==> src/rtl/multicycle_controller.sv <==
`default_nettype none
// ============================================================================
// Module   : multicycle_controller
// Brief    : Fetch/decode/execute FSM driving the 8-bit accumulator DataPath.
// Revision : 1.0 - initial release
// ============================================================================
module multicycle_controller #(
   parameter logic [2:0] ADD_OP = 3'b000
) (
   input  logic       clk,
   input  logic       reset,
   input  logic [3:0] toCU,
   input  logic [1:0] jmpCond,
   input  logic       CC,
   input  logic       ZZ,
   input  logic       NN,
   output logic       pcEn,
   output logic       selPC,
   output logic       selAddress,
   output logic       mr,
   output logic       mw,
   output logic       wordRegEn,
   output logic       LSEn,
   output logic       RSEn,
   output logic       DIEn,
   output logic       dataRegEn,
   output logic       resultRegEn,
   output logic       CEn,
   output logic       ZEn,
   output logic       NEn,
   output logic       selALUsrc,
   output logic       enb,
   output logic [1:0] selData,
   output logic [1:0] selAddressAC,
   output logic [2:0] operation,
   output logic       halted
);

   typedef enum logic [3:0] {
      S_FETCH1 = 4'd0,
      S_DECODE = 4'd1,
      S_FETCH2 = 4'd2,
      S_LD     = 4'd3,
      S_ST1    = 4'd4,
      S_ST2    = 4'd5,
      S_JMP    = 4'd6,
      S_BR     = 4'd7,
      S_ADDM1  = 4'd8,
      S_ADDM2  = 4'd9,
      S_REG_A  = 4'd10,
      S_REG_B  = 4'd11,
      S_REG_WB = 4'd12,
      S_HALT   = 4'd13
   } state_t;

   state_t     r_state;
   state_t     w_nextState;
   logic [3:0] r_opcode;
   logic       r_flagC;
   logic       r_flagZ;
   logic       r_flagN;
   logic       w_branchTaken;

   always_ff @(posedge clk) begin
      if (reset) begin
         r_state  <= S_FETCH1;
         r_opcode <= 4'd0;
         r_flagC  <= 1'b0;
         r_flagZ  <= 1'b0;
         r_flagN  <= 1'b0;
      end else begin
         r_state <= w_nextState;
         if (r_state == S_FETCH1) r_opcode <= toCU;
         // Enables are already zero while reset is high, so no extra gating here.
         if (CEn) r_flagC <= CC;
         if (ZEn) r_flagZ <= ZZ;
         if (NEn) r_flagN <= NN;
      end
   end

   always_comb begin
      w_branchTaken = 1'b0;
      unique case (jmpCond)
         2'b00: w_branchTaken = 1'b1;
         2'b01: w_branchTaken = r_flagZ;
         2'b10: w_branchTaken = r_flagC;
         2'b11: w_branchTaken = r_flagN;
         default: w_branchTaken = 1'b0;
      endcase
   end

   always_comb begin
      w_nextState  = r_state;
      pcEn         = 1'b0;
      selPC        = 1'b0;
      selAddress   = 1'b0;
      mr           = 1'b0;
      mw           = 1'b0;
      wordRegEn    = 1'b0;
      LSEn         = 1'b0;
      RSEn         = 1'b0;
      DIEn         = 1'b0;
      dataRegEn    = 1'b0;
      resultRegEn  = 1'b0;
      CEn          = 1'b0;
      ZEn          = 1'b0;
      NEn          = 1'b0;
      selALUsrc    = 1'b0;
      enb          = 1'b0;
      selData      = 2'd0;
      selAddressAC = 2'd0;
      operation    = 3'd0;
      halted       = 1'b0;

      // Outputs stay quiet during reset so an interrupted store never writes.
      if (!reset) begin
         case (r_state)
            S_FETCH1: begin
               mr          = 1'b1;
               LSEn        = 1'b1;
               pcEn        = 1'b1;
               w_nextState = S_DECODE;
            end
            S_DECODE: begin
               if (r_opcode[3])               w_nextState = S_REG_A;
               else if (r_opcode == 4'b0111)  w_nextState = S_HALT;
               else                           w_nextState = S_FETCH2;
            end
            S_FETCH2: begin
               mr   = 1'b1;
               RSEn = 1'b1;
               DIEn = 1'b1;
               pcEn = 1'b1;
               case (r_opcode[2:0])
                  3'b000:  w_nextState = S_LD;
                  3'b001:  w_nextState = S_ST1;
                  3'b010:  w_nextState = S_JMP;
                  3'b011:  w_nextState = S_BR;
                  3'b100:  w_nextState = S_ADDM1;
                  default: w_nextState = S_FETCH1;
               endcase
            end
            S_LD: begin
               selAddress  = 1'b1;
               mr          = 1'b1;
               enb         = 1'b1;
               w_nextState = S_FETCH1;
            end
            S_ST1: begin
               dataRegEn   = 1'b1;
               w_nextState = S_ST2;
            end
            S_ST2: begin
               selAddress  = 1'b1;
               mw          = 1'b1;
               w_nextState = S_FETCH1;
            end
            S_JMP: begin
               pcEn        = 1'b1;
               selPC       = 1'b1;
               w_nextState = S_FETCH1;
            end
            S_BR: begin
               pcEn        = w_branchTaken;
               selPC       = w_branchTaken;
               w_nextState = S_FETCH1;
            end
            S_ADDM1: begin
               selAddress  = 1'b1;
               mr          = 1'b1;
               selALUsrc   = 1'b1;
               operation   = ADD_OP;
               resultRegEn = 1'b1;
               CEn         = 1'b1;
               ZEn         = 1'b1;
               NEn         = 1'b1;
               w_nextState = S_ADDM2;
            end
            S_ADDM2: begin
               selData     = 2'd1;
               enb         = 1'b1;
               w_nextState = S_FETCH1;
            end
            S_REG_A: begin
               selAddressAC = 2'd2;
               dataRegEn    = 1'b1;
               w_nextState  = S_REG_B;
            end
            S_REG_B: begin
               selAddressAC = 2'd1;
               operation    = r_opcode[2:0];
               resultRegEn  = 1'b1;
               CEn          = 1'b1;
               ZEn          = 1'b1;
               NEn          = 1'b1;
               w_nextState  = S_REG_WB;
            end
            S_REG_WB: begin
               selData      = 2'd1;
               selAddressAC = 2'd1;
               enb          = 1'b1;
               w_nextState  = S_FETCH1;
            end
            S_HALT: begin
               halted      = 1'b1;
               w_nextState = S_HALT;
            end
            default: w_nextState = S_FETCH1;
         endcase
      end
   end

endmodule
`default_nettype wire

==> config.mk <==
export PLATFORM = sky130hd
export DESIGN_NAME = multicycle_controller
export DESIGN_NICKNAME = d
export VERILOG_FILES = /design/src/rtl/multicycle_controller.sv
export SDC_FILE = /design/constraint.sdc
export NUM_CORES = 1
export LEC_CHECK = 0
export BUFFER_PORTS_ARGS = -buffer_cell sky130_fd_sc_hd__buf_2
export CAP_MARGIN = 30
export CORE_UTILIZATION = 40
export DETAILED_ROUTE_END_ITERATION = 10
export GPL_ROUTABILITY_DRIVEN = 0
export GPL_TIMING_DRIVEN = 0
export HOLD_SLACK_MARGIN = 0.08
export PLACE_DENSITY = 0.71
export SLEW_MARGIN = 0
export SYNTH_ARGS = -nofsm -noshare
export SYNTH_HDL_FRONTEND = slang
export SYNTH_SLANG_ARGS = --single-unit
==> constraint.sdc <==
create_clock -name clk -period 1.7 [get_ports clk]
set_input_delay 0.085 -clock clk [delete_from_list [all_inputs] [get_ports clk]]
set_output_delay 0.085 -clock clk [all_outputs]
set_load 0.02 [all_outputs]
-- Word-level counts from Yosys, hierarchy flattened
Cells that the tools add are included.
- equal/unequal tests: 21
- multiplexer cells: 35
- reductions and logical operators: 11
- operators with widths (kind ; number):
    one-hot mux 4 bit (8 select lines) ; 1
    equality test 4 bit (second input constant) ; 6
    2-to-1 mux 1 bit ; 24
    equality test 4 x 3 -> 1 bit (second input constant) ; 5
    one-hot mux 4 bit (5 select lines) ; 1
    OR reduction 3 bit ; 3
    equality test 4 x 2 -> 1 bit (second input constant) ; 2
    2-to-1 mux 4 bit ; 2
    OR reduction 2 bit ; 4
    equality test 3 x 2 -> 1 bit (second input constant) ; 2
    2-to-1 mux 3 bit ; 2
    equality test 2 bit (second input constant) ; 2
    equality test 4 x 1 -> 1 bit (second input constant) ; 1
    logical NOT 4 bit ; 1
    one-hot mux 1 bit (2 select lines) ; 2
    one-hot mux 1 bit (4 select lines) ; 1
    one-hot mux 2 bit (2 select lines) ; 1
    OR reduction 4 bit ; 1
    equality test 3 x 1 -> 1 bit (second input constant) ; 1
    equality test 3 bit (second input constant) ; 1
    logical NOT 3 bit ; 1
    equality test 2 x 1 -> 1 bit (second input constant) ; 1
    logical NOT 2 bit ; 1
    2-to-1 mux 2 bit ; 1
- bits in registers: 11
- bits of input ports: 11

-- Depth between registers and ports, before layout
Gate-level depths: netlist of run 1.
- depth after elaboration: 4
- gate-level depth with buffers: 5

-- Worst setup path after synthesis of run 1
No wires, ideal clock.
- path kind: register -> output
- from: register r_state[2]
- to: output port RSEn
- data arrival time: 1469 ps
- setup slack: 146 ps
- stages on the path, launching flop included: 5
- cells stage by stage: dfxtp_1 > or2_1 > buf_6 > nor3_1 > buf_4
- cells in the longest elaborated chain, start to end: 3
- ends and longest elaborated chain (element ; RTL line ; source):
    start, declared ; 56 ; state_t r_state;
    start signal, assigned ; 72 ; r_state <= w_nextState;
    equality test 4 x 2 -> 1 bit ; n/a ;
    2-to-1 mux 1 bit (2 in series) ; n/a ;
    end, declared ; 24 ; output logic RSEn,
Every way passes these cells.

-- Worst setup path in the final report of run 1
- from: register r_state[3]
- to: output port enb
- cells in the longest elaborated chain, start to end: 4
- elaborated cells on any way between the ends: 6
- classes of those cells: eq/ne: 3; mux: 2; reduce/logical: 1
- ends and longest elaborated chain (element ; RTL line ; source):
    equality test 4 bit / equality test 4 x 2 -> 1 bit (equally long branches) ; 117 ; case (r_state)
    OR reduction 3 bit (no source line) * ; n/a ;
    2-to-1 mux 1 bit * ; 117 ;
    2-to-1 mux 1 bit * ; 116 ; if (!reset) begin
    end, declared ; 32 ; output logic enb,
Mark *: on every way between the ends. The rest lies on a longest branch, timed or not.

==> impl_metrics.env, run 1 <==
export IMPL_hold_path_startpoint="toCU[2]"
export IMPL_yosysSeqAreaShare_pct=24.1
export IMPL_coreArea_mm2=0.00206
export IMPL_startpoint="r_state[3]$_SDFF_PP0_"
export IMPL_skew_ps=1.75
export IMPL_dieArea_mm2=0.00248
export IMPL_netlist_cell_type_count=37
export IMPL_cts_root_buf="clkbuf_4"
export IMPL_cts_max_path_buffers=2
export IMPL_end_kind="output pin"
export IMPL_synth_compound_area_share_pct=17.0
export IMPL_worstHoldPathType="input port to register"
export IMPL_cts_max_level=1
export IMPL_timing_fmax_ghz=0.591
export IMPL_utilization_pct=62.1
export IMPL_grt_pass1_wl_um=4130
export IMPL_grt_max_degree=11
export IMPL_final_cells=195
export IMPL_multi_input_area_um2=601
export IMPL_ys_seq_elements=11
export IMPL_crit_path_start_kind="register"
export IMPL_post_route_drc_count=0
export IMPL_fin_crit_sh_pct=99.6
export IMPL_vdd_drop_max_mv=0.878
export IMPL_diodes=0
export IMPL_power_frac_seq_pct=25.4
export IMPL_syn_area_um2=915
export IMPL_status="finished clean"
export IMPL_final_area_mm2=0.00128
export IMPL_grt_pass1_vias=941
export IMPL_synth_async_reset_ratio_pct=0
export IMPL_grt_overflow_total=0
export IMPL_synth_xor_area_share_pct=3.83
export IMPL_syn_inst=122
export IMPL_pwr_share_clk_pct=9.9
export IMPL_cts_tree="done"
export IMPL_p_int_uw=945
export IMPL_fill_cells=187
export IMPL_final_hold_viol_count=0
export IMPL_power_total_mw=1.72
export IMPL_grt_total_usage_pct=21.3
export IMPL_netSwitchingPower_uw=775
export IMPL_synth_simple_area_share_pct=31.5
export IMPL_power_switching_share_pct=45.1
export IMPL_worst_ep_arrival_time_ps=1610
export IMPL_cp_required_ps=1620
export IMPL_hpwl_um=1730
export IMPL_pwr_share_comb_pct=64.7
export IMPL_dpl_cell_area_mm2=0.00111
export IMPL_crit_fanout=10
export IMPL_die_y_um=49.8
export IMPL_cts_made_buffers=3
export IMPL_drt_iter0_markers=20
export IMPL_areaGrowthSynthToFinish_pct=39.9
export IMPL_clk_pin_slew_ps=70
export IMPL_setup_viol_count_final=0
export IMPL_dr_pass1_iters=4
export IMPL_seqCellArea_um2=230
export IMPL_path_class="register to output pin"
export IMPL_row_count=16
export IMPL_vias=996
export IMPL_yosysWarnings=0
export IMPL_place_inst=182
export IMPL_maxCapViolations=0
export IMPL_wl_per_cell_um=12.7
export IMPL_clock_sinks=11
export IMPL_worstSkewPairLatency_ps=260
export IMPL_grt_antenna_before_repair=0
export IMPL_muxShareOfSynthArea_pct=11.2
export IMPL_drv_slew=0
export IMPL_leakage_nw=0.649
export IMPL_synthFlopType="dfxtp_1"
export IMPL_die_x_um=49.8
export IMPL_synth_top_family_by_area="simple AND/OR/NAND/NOR gates"
export IMPL_ios=35
export IMPL_ant_nets=0
export IMPL_wirelength_um=2490
export IMPL_finish_net_count=180
export IMPL_synth_edf_count=0
export IMPL_powerDensity_mw_per_mm2=1340
export IMPL_avgViaCountPerCell=5.11
export IMPL_initial_core_util_pct=44.4
export IMPL_reg2reg_from="r_state[3]$_SDFF_PP0_"
export IMPL_synth_area_per_cell_um2=7.50
export IMPL_synthAdderAreaFrac_pct=0
export IMPL_holdWs_ps=102
export IMPL_min_period_ps=1690
export IMPL_io_buffers=32
export IMPL_drive_gt1_share_pct=38.7
logic make-up (layout without fill, tap and decap cells):
| group | Yosys count | after routing |
|---|---|---|
| compound gates | 23 | 23 |
| xor+xnor | 4 | 4 |
| buf+inv | 20 | 65 |
| flops | 11 | 11 |
| mux | 10 | 10 |
| other cells | 1 | 2 |
| simple gates | 53 | 53 |
metal layers:
metal | part of all wire, % | track usage (%) | vias up | wire (µm)
met4 | 1.1 | 8.10 | 0 | 28
met3 | 5.6 | 3.09 | 5 | 138
met5 | 0 | 0 | - | 0
li1 | - | - | 503 | -
met2 | 49 | 36.5 | 40 | 1220
met1 | 44 | 26.5 | 448 | 1100
sequential cells by signal, indices dropped and copies added, names as in the netlist:
name,cells
r_flagZ,1
r_state,4
r_flagC,1
r_flagN,1
r_opcode,4
cells in the mapped netlist (2+ instances only):
| cell | number | area [µm²] |
|---|---|---|
| or2_1 | 2 | 12.5 |
| nor3_1 | 10 | 50.1 |
| inv_1 | 5 | 18.8 |
| dfxtp_1 | 11 | 220 |
| o21ai_0 | 4 | 20.0 |
| nor2b_1 | 2 | 12.5 |
| and2_1 | 2 | 12.5 |
| xnor2_1 | 3 | 26.3 |
| nor2_1 | 19 | 71.3 |
| mux2_2 | 2 | 22.5 |
| a21oi_1 | 7 | 35.0 |
| mux2i_1 | 8 | 80.1 |
| clkbuf_1 | 3 | 11.3 |
| buf_2 | 4 | 20.0 |
| o21a_1 | 4 | 30.0 |
| buf_4 | 6 | 45.0 |
| nand2_1 | 5 | 18.8 |
| o22a_1 | 2 | 17.5 |
| nand2b_1 | 4 | 25.0 |
| nand4b_1 | 2 | 17.5 |
layout by cell type (no fill, tap or decap), types with 3 or more instances in the layout:
cell type | netlist | layout
nor3_1 | 10 | 10
clkbuf_4 | 0 | 3
dlygate4sd3_1 | 0 | 6
nand2b_1 | 4 | 4
dfxtp_1 | 11 | 7
buf_2 | 4 | 30
inv_1 | 5 | 4
o21ai_0 | 4 | 4
buf_4 | 6 | 15
xnor2_1 | 3 | 3
o21a_1 | 4 | 4
mux2i_1 | 8 | 8
nor2_1 | 19 | 19
a21oi_1 | 7 | 7
nand2_1 | 5 | 4
repair_timing:
item / 4_1_cts / 5_1_grt
pin swaps: 0 / 1
endpoints found under the hold margin: 6 / 0
gates resized for setup: 12 / 9
setup buffers: 1 / 4
setup endpoints to repair: 7 / 4
hold buffers: 6 / 0
worst paths after layout:
path                               to  cells past startpoint  slack, ps
max                               enb                      5          7
min          r_opcode[2]$_SDFFE_PP0P_                      3        100
max reg2reg      r_flagN$_SDFFE_PP0P_                      6         80
min reg2reg      r_flagZ$_SDFFE_PP0P_                      2        510
final cells by class:
class | count | share of cell area (%)
Buffer | 13 | 7.82
Sequential cell | 11 | 18.0
Multi-Input combinational cell | 92 | 46.9
Clock buffer | 4 | 2.05
Timing Repair Buffer | 43 | 20.9
Inverter | 5 | 1.66
Tap cell | 27 | 2.64
worst max-delay path, cell delays in order (launching register included):
cell and delay, ps:
dfxtp_4 380, buf_2 230, xnor2_1 110, o32a_1 290, nor2_1 130, buf_2 200
power by group through the flow:
stage / Clock [mW] / Combinational [mW] / Sequential [mW]
floorplan: 0 / 0.770 / 0.395
global placement: 0 / 0.945 / 0.412
detailed placement: 0 / 0.968 / 0.415
CTS: 0.176 / 1.01 / 0.427
global route: 0.197 / 1.20 / 0.452
finish: 0.170 / 1.11 / 0.436
metrics by stage:
step | setup TNS [ps] | setup WS (ps)
2_1_floorplan | 0 | 146
3_3_place_gp | 0 | 139
3_5_place_dp | 0 | 115
4_1_cts | 0 | 26.9
5_1_grt | -54.0 | -41.3
6_report | 0 | 7.35
No activity file was read; power rests on OpenSTA's default activity.
==> run 2, diff against run 1 <==
- CORE_MARGIN: default -> 5
- CTS_CLUSTER_DIAMETER: default -> 80
- clock period: 1.7 -> 1.8 ns (I/O delays scaled with it)
==> impl_metrics.env, run 2 (same netlist as run 1, synthesis figures left out) <==
export IMPL_cp_required_ps=1710
export IMPL_grt_antenna_before_repair=0
export IMPL_place_inst=183
export IMPL_vias=977
export IMPL_grt_total_usage_pct=15.6
export IMPL_grt_max_degree=11
export IMPL_reg2reg_depth=5
export IMPL_setup_viol_count_final=0
export IMPL_cts_tree="done"
export IMPL_leakage_nw=0.621
export IMPL_drive_gt1_share_pct=36.6
export IMPL_worst_ep_arrival_time_ps=1630
export IMPL_wl_per_cell_um=13.0
export IMPL_r2r_end="r_state[2]$_SDFF_PP0_"
export IMPL_pre_cts_slack_ps=203
export IMPL_clk_pin_slew_ps=70
export IMPL_areaGrowthSynthToFinish_pct=34.7
export IMPL_dr_pass1_iters=4
export IMPL_io_buffers=32
export IMPL_min_period_ps=1720
export IMPL_final_area_mm2=0.00123
export IMPL_initial_core_util_pct=41.7
export IMPL_final_cells=192
export IMPL_ant_nets=0
export IMPL_startpoint="r_state[1]$_SDFF_PP0_"
export IMPL_drv_slew=0
export IMPL_crit_fanout=8
export IMPL_fin_ws_ps=81.7
export IMPL_fill_cells=218
export IMPL_cts_made_buffers=3
export IMPL_path_class="register to output pin"
export IMPL_reg2reg_from="r_state[2]$_SDFF_PP0_"
export IMPL_cts_max_level=1
export IMPL_clock_sinks=11
export IMPL_final_cell_mix="buf_2, nor2_1, nor3_1, mux2i_1"
export IMPL_finish_net_count=176
export IMPL_mostFrequentLayoutCell="buf_2"
export IMPL_utilization_pct=56.3
export IMPL_powerDensity_mw_per_mm2=1250
export IMPL_largest_registers="r_opcode x4, r_state x4"
export IMPL_ff2ff_setup_slack_ps=410
export IMPL_coreArea_mm2=0.00219
export IMPL_avgViaCountPerCell=5.09
export IMPL_crit_path_start_kind="register"
export IMPL_worstHoldPathType="input port to register"
export IMPL_post_route_drc_count=0
export IMPL_drt_iter0_markers=9
export IMPL_die_y_um=57.8
export IMPL_diodes=0
export IMPL_worstSkewPairLatency_ps=270
export IMPL_skew_ps=3.87
export IMPL_timing_fmax_ghz=0.582
export IMPL_row_count=17
export IMPL_grt_pass1_vias=970
export IMPL_maxCapViolations=0
export IMPL_cp_endpoint="selAddress"
export IMPL_wirelength_um=2500
export IMPL_ios=35
export IMPL_tns_ps=0
export IMPL_cts_root_buf="clkbuf_4"
export IMPL_cts_max_path_buffers=2
export IMPL_grt_overflow_total=0
export IMPL_dpl_cell_area_mm2=0.00111
export IMPL_end_kind="output pin"
export IMPL_rsz0062_at_grt="no"
export IMPL_die_x_um=57.8
export IMPL_status="finished clean"
export IMPL_fin_crit_sh_pct=95.5
export IMPL_grt_pass1_wl_um=4170
export IMPL_vdd_drop_max_mv=0.647
export IMPL_postCtsSetupBuffers=0
export IMPL_dieArea_mm2=0.00334
export IMPL_hpwl_um=1890
export IMPL_final_hold_viol_count=0
[run 2: through the flow]
| step | hold slack (ps) | power (mW) |
|---|---|---|
| final | 422 | 1.54 |
| after global routing | 453 | 1.66 |
| after CTS | 414 | 1.53 |
| after detailed placement | 333 | 1.31 |
| after global placement | 325 | 1.29 |
| after floorplan | 234 | 1.10 |
[run 2: routing by layer]
layer  wire length [µm]  vias up  global-route usage (%)
met5                  0        -                       0
met4                 51        0                    7.95
met3                136        5                    1.56
met2               1210       31                    25.8
met1               1110      448                    20.1
li1                   -      493                       -
[run 2: area by class of cell]
class / count / area [µm²] / share of cell area [%]
Sequential cell: 11 / 228 / 18.5
Clock buffer: 4 / 26.3 / 2.13
Timing Repair Buffer: 39 / 233 / 18.9
Buffer: 13 / 96.3 / 7.82
Tap cell: 28 / 35.0 / 2.84
Multi-Input combinational cell: 92 / 596 / 48.3
Inverter: 5 / 18.8 / 1.52
[run 2: worst max-delay path, cell delays in order, from the launching register on]
cell and delay, ps:
dfxtp_2 340, or2_4 300, mux2_2 270, o22a_1 170
nor2_1 110, buf_4 160
[run 2: how the worst min path moves through the flow]
stage	start	to	slack (ps)	cells past startpoint
floorplan	CC	r_flagC$_SDFFE_PP0P_	230	2
finish	reset	r_flagN$_SDFFE_PP0P_	420	5
global placement	CC	r_flagC$_SDFFE_PP0P_	330	3
detailed placement	toCU[2]	r_opcode[2]$_SDFFE_PP0P_	330	3
global route	reset	r_flagN$_SDFFE_PP0P_	450	5
CTS	reset	r_flagN$_SDFFE_PP0P_	410	5
[run 2: where the power goes]
part	leakage (nW)	switching, mW	internal (mW)
sequential	0.0919	0.0899	0.318
clock	0.0150	0.0829	0.0860
combinational	0.514	0.534	0.427
total	0.621	0.706	0.831
[run 2: timing repair]
item | 4_1_cts | 5_1_grt
hold buffers | 7 | 0
resized for setup | 8 | 6
endpoints found under the hold margin | 7 | 0
cloned | 0 | 0
setup endpoints to repair | 5 | 4
